===== src/rtl/chunk_arb_pkg.sv =====
// chunk_arb_pkg: shared types and sizing helpers for the chunk arbiter slice.
package chunk_arb_pkg;

  typedef enum logic [1:0] {
    IDLE  = 2'd0,
    LOAD  = 2'd1,
    DRAIN = 2'd2
  } state_e;

  // Number of M-bit chunks the chunker emits per L-bit word.
  function automatic int nr(input int l, input int m);
    return l / m;
  endfunction

  // Index width for n items, never narrower than one bit.
  function automatic int sw(input int n);
    return (n > 1) ? $clog2(n) : 1;
  endfunction

endpackage


===== src/rtl/rr_arbiter.sv =====
// rr_arbiter: combinational round-robin pick of the first request at or
// after ptr, wrapping modulo N.
module rr_arbiter
  import chunk_arb_pkg::*;
#(
  parameter int N = 4,
  localparam int SW = sw(N)
) (
  input  logic [N-1:0]  req,
  input  logic [SW-1:0] ptr,
  output logic          gnt_valid,
  output logic [SW-1:0] gnt_idx
);

  localparam int unsigned NU = N;

  int unsigned cand;

  // Walk every offset from ptr; the first set request wins.
  always_comb begin
    gnt_valid = 1'b0;
    gnt_idx   = '0;
    cand      = 0;
    for (int unsigned off = 0; off < NU; off++) begin
      cand = (32'(ptr) + off) % NU;
      if (!gnt_valid && req[cand[SW-1:0]]) begin
        gnt_valid = 1'b1;
        gnt_idx   = cand[SW-1:0];
      end
    end
  end

endmodule


===== src/rtl/chunk_arbiter.sv =====
// chunk_arbiter: shares one word-to-chunk converter between N requesters.
// A round-robin winner's word is latched and strobed into the chunker once;
// the NR returned chunks are forwarded tagged with source and last flag.
// Optional watchdog: define CHUNK_ARB_WATCHDOG_EN to abort a stalled DRAIN
// after TMO idle cycles and raise a sticky err.
module chunk_arbiter
  import chunk_arb_pkg::*;
#(
  parameter int L = 8,
  parameter int M = 2,
  parameter int N = 4,
`ifdef CHUNK_ARB_WATCHDOG_EN
  parameter int TMO = 16,
`endif
  localparam int SW = sw(N)
) (
  input  logic           clk,
  input  logic           reset,
  input  logic [N-1:0]   req,
  input  logic [N*L-1:0] data_in,
  output logic [N-1:0]   ack,
  output logic [L-1:0]   ch_data,
  output logic           ch_strobe,
  input  logic [M-1:0]   ch_q,
  input  logic           ch_valid,
  output logic [M-1:0]   q,
  output logic           q_valid,
  output logic [SW-1:0]  q_src,
  output logic           q_last,
  output logic           busy,
  output logic           err
);

  localparam int NR = nr(L, M);
  localparam int CW = sw(NR);

  if ((L % M) != 0) begin : g_chk_lm
    $error("chunk_arbiter: L (%0d) must be a multiple of M (%0d)", L, M);
  end
  if ((N < 1) || (N > 16)) begin : g_chk_n
    $error("chunk_arbiter: N (%0d) must be within 1..16", N);
  end

  state_e         state_q, state_d;
  logic [N-1:0]   ack_q, ack_d;
  logic [L-1:0]   data_q, data_d;
  logic           strobe_q, strobe_d;
  logic [SW-1:0]  src_q, src_d;
  logic [SW-1:0]  ptr_q, ptr_d;
  logic [SW-1:0]  qsrc_q, qsrc_d;
  logic [CW-1:0]  cnt_q, cnt_d;
  logic [M-1:0]   q_q, q_d;
  logic           qv_q, qv_d;
  logic           qlast_q, qlast_d;
  logic           gnt_valid;
  logic [SW-1:0]  gnt_idx;

`ifdef CHUNK_ARB_WATCHDOG_EN
  localparam int WW = sw(TMO);
  logic [WW-1:0]  wd_q, wd_d;
  logic           err_q, err_d;
`endif

  rr_arbiter #(
    .N(N)
  ) u_rr (
    .req       (req),
    .ptr       (ptr_q),
    .gnt_valid (gnt_valid),
    .gnt_idx   (gnt_idx)
  );

  // Next-state and registered-output computation for the IDLE/LOAD/DRAIN flow.
  always_comb begin
    state_d  = state_q;
    ack_d    = '0;
    data_d   = data_q;
    strobe_d = 1'b0;
    src_d    = src_q;
    ptr_d    = ptr_q;
    qsrc_d   = qsrc_q;
    cnt_d    = cnt_q;
    q_d      = q_q;
    qv_d     = 1'b0;
    qlast_d  = 1'b0;
`ifdef CHUNK_ARB_WATCHDOG_EN
    wd_d     = wd_q;
    err_d    = err_q;
`endif
    unique case (state_q)
      IDLE: begin
        if (gnt_valid) begin
          ack_d[gnt_idx] = 1'b1;
          data_d  = data_in[gnt_idx*L +: L];
          src_d   = gnt_idx;
          ptr_d   = (gnt_idx == SW'(N-1)) ? '0 : gnt_idx + 1'b1;
          state_d = LOAD;
        end
      end
      LOAD: begin
        strobe_d = 1'b1;
        cnt_d    = '0;
`ifdef CHUNK_ARB_WATCHDOG_EN
        wd_d     = '0;
`endif
        state_d  = DRAIN;
      end
      DRAIN: begin
        if (ch_valid) begin
          q_d    = ch_q;
          qv_d   = 1'b1;
          qsrc_d = src_q;
          cnt_d  = cnt_q + 1'b1;
`ifdef CHUNK_ARB_WATCHDOG_EN
          wd_d   = '0;
`endif
          if (cnt_q == CW'(NR-1)) begin
            qlast_d = 1'b1;
            state_d = IDLE;
          end
        end
`ifdef CHUNK_ARB_WATCHDOG_EN
        else if (wd_q == WW'(TMO-1)) begin
          err_d   = 1'b1;
          state_d = IDLE;
        end else begin
          wd_d = wd_q + 1'b1;
        end
`endif
      end
      default: state_d = IDLE;
    endcase
  end

  // State and output registers; async active-low reset clears everything.
  always_ff @(posedge clk or negedge reset) begin
    if (!reset) begin
      state_q  <= IDLE;
      ack_q    <= '0;
      data_q   <= '0;
      strobe_q <= 1'b0;
      src_q    <= '0;
      ptr_q    <= '0;
      qsrc_q   <= '0;
      cnt_q    <= '0;
      q_q      <= '0;
      qv_q     <= 1'b0;
      qlast_q  <= 1'b0;
`ifdef CHUNK_ARB_WATCHDOG_EN
      wd_q     <= '0;
      err_q    <= 1'b0;
`endif
    end else begin
      state_q  <= state_d;
      ack_q    <= ack_d;
      data_q   <= data_d;
      strobe_q <= strobe_d;
      src_q    <= src_d;
      ptr_q    <= ptr_d;
      qsrc_q   <= qsrc_d;
      cnt_q    <= cnt_d;
      q_q      <= q_d;
      qv_q     <= qv_d;
      qlast_q  <= qlast_d;
`ifdef CHUNK_ARB_WATCHDOG_EN
      wd_q     <= wd_d;
      err_q    <= err_d;
`endif
    end
  end

  assign ack       = ack_q;
  assign ch_data   = data_q;
  assign ch_strobe = strobe_q;
  assign q         = q_q;
  assign q_valid   = qv_q;
  assign q_src     = qsrc_q;
  assign q_last    = qlast_q;
  assign busy      = (state_q != IDLE);
`ifdef CHUNK_ARB_WATCHDOG_EN
  assign err       = err_q;
`else
  assign err       = 1'b0;
`endif

endmodule


===== config.mk =====
export PLATFORM = sky130hd
export DESIGN_NAME = chunk_arbiter
export DESIGN_NICKNAME = d
export VERILOG_FILES = /design/src/rtl/chunk_arb_pkg.sv /design/src/rtl/rr_arbiter.sv /design/src/rtl/chunk_arbiter.sv
export SDC_FILE = /design/constraint.sdc
export NUM_CORES = 1
export LEC_CHECK = 0
export CAP_MARGIN = 10
export CORE_AREA = 4 4 62 64
export CTS_CLUSTER_SIZE = 12
export DETAILED_ROUTE_END_ITERATION = 10
export DIE_AREA = 0 0 66 68
export HOLD_SLACK_MARGIN = 0.05
export MAX_ROUTING_LAYER = met4
export PLACE_DENSITY = 0.77
export SYNTH_ARGS = -nofsm -noshare
export SYNTH_HDL_FRONTEND = slang
export SYNTH_SLANG_ARGS = --single-unit

===== constraint.sdc =====
create_clock -name clk -period 1.6 [get_ports clk]
set_input_delay 0.4 -clock clk [delete_from_list [all_inputs] [get_ports clk]]
set_output_delay 0.4 -clock clk [all_outputs]
set_load 0.02 [all_outputs]

# After elaboration in Yosys (flattened, before gate mapping)
# Cells that the tools add are included.
# totals
regBits,27
input_bits,41
out_inout_bits,21
elab_cells,77
# classes
n_addsub,5
order_cmp,6
eq_ne,7
n_shift,1
n_mux,33
n_reduce_logical,14
# op_table
cell,n
32-bit by 6-bit variable part select with 8-bit output,1
2-bit 2-to-1 mux,9
2-bit by 3-bit < comparator with 1-bit output (second input constant),5
1-bit 2-to-1 mux,15
1-bit binary-select mux with 2-bit select,4
4-bit 2-to-1 mux,2
2-bit by 1-bit adder with 2-bit output (second input constant),3
2-bit == test (second input constant),3
2-bit != test (second input constant),3
2-bit case mux with 3 select lines,1
2-bit AND reduction,3
2-bit adder (second input constant),2
1-bit logical AND,4
2-bit case mux with 2 select lines,1
2-bit nonzero test,2
1-bit zero test,3
3-bit AND reduction,1
1-bit demux with 2-bit select,1
2-bit by 1-bit == test with 1-bit output (second input constant),1
2-bit by 1-bit >= comparator with 1-bit output (second input constant),1
2-bit zero test,1

# Logic depth before layout (Yosys ltp)
# depth
ltp_word,18
ltp_mapped,9

# Hierarchy
# Synthesis repeated with hierarchy kept, for this count alone.
# unflattened
hier_cells,122
hier_area_um2,1347.5
# by_module_without_submodules
module,n_inst,cells_each,area_each_um2,seq_area_each_um2
chunk_arbiter,1,107,1270.0,675.6
rr_arbiter,1,15,77.6,0.0

# Worst setup path before layout
# OpenSTA, ideal clock, no wires.
# synth_path
path_kind,input to register
from,in req[2]
to,reg ptr_q[1]
setup_ns,0.116
arrival_time_ns,1.450
t_required_ns,1.484
setup_slack_ns,0.034
cell_stages,7
path_buffers,0
cell_sequence,or2b_1 > a21oi_1 > o32ai_1 > inv_1 > ha_1 > nand2_1 > nand2_1
# synth_via
elab_chain_cells,14
word_cells_on_any_way,26
classes_between,add/sub (1); eq/ne (1); mux (17); reduce/logical (7)
# synth_lines
item,line,text
"start, declared",chunk_arbiter.sv:19,"input logic [N-1:0] req,"
1-bit binary-select mux with 2-bit select,rr_arbiter.sv:26,if (!gnt_valid && req[cand[SW-1:0]]) begin
1-bit 2-to-1 mux (implied by the code),rr_arbiter.sv:26,
1-bit 2-to-1 mux,rr_arbiter.sv:26,
1-bit zero test,rr_arbiter.sv:26,
1-bit logical AND,rr_arbiter.sv:26,
1-bit 2-to-1 mux,rr_arbiter.sv:26,
1-bit zero test,rr_arbiter.sv:26,
1-bit logical AND,rr_arbiter.sv:26,
1-bit 2-to-1 mux,rr_arbiter.sv:26,
1-bit zero test,rr_arbiter.sv:26,
1-bit logical AND,rr_arbiter.sv:26,
2-bit 2-to-1 mux,rr_arbiter.sv:26,
2-bit by 1-bit adder with 2-bit output or 2-bit == test (tied branches),chunk_arbiter.sv:96,ptr_d = (gnt_idx == SW'(N-1)) ? '0 : gnt_idx + 1'b1;
2-bit 2-to-1 mux,chunk_arbiter.sv:96,
"end signal, assigned",chunk_arbiter.sv:159,ptr_q <= ptr_d;
"end, declared",chunk_arbiter.sv:49,"logic [SW-1:0] ptr_q, ptr_d;"
# Parallel ways exist; a longest one is shown, timed or not. The select of a mux whose other input is x is not followed.
# A chain may end at the register's enable or synchronous reset.

# Worst setup path after layout
# layout_path
from,reg ptr_q[0]
to,"reg data_q[4], in the netlist ch_data[4]"
# layout_via
elab_chain_cells,13
word_cells_on_any_way,27
classes_between,add/sub (3); shift (1); mux (16); reduce/logical (7)
# layout_lines
item,line,text
branches (longest 13 deep; another with 2-bit by 1-bit adder with 2-bit output),-,
"end signal, assigned",chunk_arbiter.sv:156,data_q <= data_d;
"end, declared",chunk_arbiter.sv:46,"logic [L-1:0] data_q, data_d;"
# Several ways; the timed one is not identified. The select of a mux whose other input is x is not followed.

==> results_dict.tcl <==
set metrics [dict create \
    totalPowerFinal_w 0.003442 \
    vias 1183 \
    yosysUniqueCellTypes 26 \
    seqCellArea_sq_um 676.9 \
    hpwl_um 2548 \
    clkSlewWorstSetupHoldPaths_ps 140 \
    die_h_um 68 \
    die_width_um 66 \
    synth_top_area_share_pct 52.48 \
    r2r_cells 6 \
    postLayoutCellArea_sq_um 2112 \
    synth_top_cell_by_area "dfrtp_1" \
    grt_pass1_wl_um 5285 \
    synth_area_leaders "dfrtp_1 (52%), mux2i_1 (12%), nand2_1 (8.7%)" \
    leakagePower_nw 1.071 \
    dieArea_sq_um 4488 \
    wl_per_cell_um 13.86 \
    viasPerCell 4.848 \
    num-fill-cells 285 \
    final_max_slew_viol_count 0 \
    reg2reg_slack_ps -0.3 \
    synth_nets 168 \
    worstSkewPairLatency_ps 320 \
    drc_errors 0 \
    nets 242 \
    violations "negative setup slack" \
    num_rows 21 \
    dr.pass1.iters 4 \
    cts_sinks 27 \
    dp_slack_ps -567.3 \
    fin_worst_skew_ps 1.695 \
    worst_r2r_endpoint "ch_data[4]" \
    synth-seq-area-share_pct 52.48 \
    min_period_over_period_pct 100.0 \
    yosysWarningCount 0 \
    cts_root_buffer "clkbuf_4" \
    syn_area_sq_um 1287 \
    start_util_pct 39.20 \
    grt_pass1_vias 1219 \
    synth.avg_cell_area_sq_um 10.30 \
    ys_seq_elements 27 \
    grt_max_degree 28 \
    layout_min_cycle_time_ps 1600 \
    core-area_sq_um 3284 \
    r2r-start "ptr_q[0]" \
    setup_viol 1 \
    multi_input_area_sq_um 600.6 \
    syn_inst 125 \
    worstPathArrival_ps 1810 \
    port_buffers 60 \
    io_pins 62 \
    drtIter0Drc 46 \
    cts_made_buffers 3 \
    drt.antenna.violating_nets 0 \
    cp-startpoint "ptr_q[0]" \
    htreeDepth 1 \
    hold_viol 0 \
    setup_slack_ps -0.2951 \
    cp.required_ps 1810 \
    start_kind "flop" \
    ctsHoldBuffers 0 \
    synthToLayoutAreaGrowth_pct 64.04 \
    crit_fanout 6 \
    whs_ps 435.7 \
    finalWeightedCongestion 0.7604 \
    clockBufferDepth 2 \
    cts_tree "done" \
    overflow 0 \
    hp-class "primary input to async pin" \
    max_freq_mhz 624.9 \
    power_density_nw_per_um2 1630 \
    outcome "finished, violations left" \
    antenna_found_initial 0 \
    track_usage_pct 15.73 \
    path_class "flop to flop" \
    diodes 0 \
    drive_gt1_share_pct 17.68 \
    place_area_sq_um 2007 \
    post-route-util_pct 64.30 \
    drv_cap 0 \
    routed_wl_um 3382 \
    vdd_drop_max_mv 0.7481 \
    rsz0062_at_grt "yes" \
    endpoint_kind "flop" \
]
[through the flow]
| step | cells | TNS (ps) |
|---|---|---|
| after CTS | 244 | 0 |
| after global routing | 244 | -339.6 |
| after detailed placement | 238 | -7297 |
| after global placement | 238 | -6143 |
| final | 244 | -0.2951 |
| after floorplan | 125 | 0 |
[worst max-delay path by stage]
stage,end
after floorplan,ptr_q[1]
after global placement,ptr_q[1]
after detailed placement,ptr_q[1]
after CTS,ch_data[4]
after global routing,ch_data[1]
final,ch_data[4]
[layout make-up]
class	count	share of cell area, %
sequential	27	32.05
timing repair buffer	73	33.65
multi-input combinational	85	28.44
tap	46	2.725
clock inverter	1	0.3554
clock buffer	3	1.066
inverter	9	1.718
[synth_stat cells (all sizes together)]
cell type	count
nand3b	2
nand3	3
nand2	32
ha	2
or2	1
o32ai	1
or2b	1
o21ai	3
o22ai	1
a211o	1
nor3b	1
conb	1
nand2b	2
buf	3
nor3	1
mux2i	16
inv	9
a31o	1
o221ai	8
a21oi	3
clkbuf	1
dfrtp	27
nor2	5
[flip-flops by register name, indices dropped and copies added, names as in the netlist]
name       count
ptr_q          2
q_src          2
q_last         1
q              2
src_q          2
ch_strobe      1
ch_data        8
q_valid        1
state_q        2
cnt_q          2
ack            4
[critical path, stage by stage (launching register included)]
cell      delay (ps)
dfrtp_1          440
nand2b_4         160
a21oi_2           60
a211o_4          370
buf_6            160
mux2i_2          180
o221ai_1         120
[cells by family after synthesis]
| logic type | after synthesis | share of synthesized area, % |
|---|---|---|
| muxes | 16 | 12.44 |
| buffers and inverters | 13 | 5.248 |
| adders and majority gates | 2 | 1.943 |
| DFF | 27 | 52.48 |
| and+or+nand+nor | 48 | 16.52 |
| other | 1 | 0.2913 |
| AOI/OAI and AO/OA | 18 | 11.08 |
[power breakdown]
| group | leakage (nW) | internal [W] | switching, W |
|---|---|---|---|
| registers | 0.343 | 0.000970 | 0.000160 |
| clock network | 0.0139 | 0.0000955 | 0.000195 |
| logic | 0.713 | 0.000957 | 0.00106 |
| total | 1.07 | 0.00202 | 0.00142 |
[placed cells by master (no fill, tap or decap), drive strengths merged]
cell type      count
a211o              1
a31o               1
nand3b             2
mux2i             16
nor3b              1
clkdlybuf4s50     36
clkbuf             3
nor2               5
nor3               1
o21ai              3
inv                9
o22ai              1
nand2b             2
dlygate4sd2       23
nand3              3
o221ai             8
nand2             32
dfrtp             27
a21oi              3
conb               1
buf               14
or2                1
clkinvlp           1
ha                 2
or2b               1
o32ai              1
[what timing repair did]
item | CTS | global route
cloned | 1 | 0
endpoints found under the setup margin | 34 | 11
setup buffers | 1 | 0
pin swaps | 4 | 4
gates resized for setup | 31 | 15
[metal layers]
| metal | global-route usage (%) | part of all wire [%] |
|---|---|---|
| met5 | - | 0 |
| met4 | 3.553 | 0.12 |
| met3 | 5.090 | 5.7 |
| met2 | 29.66 | 56 |
| met1 | 15.88 | 38 |
No activity file was read; power rests on OpenSTA's default activity.
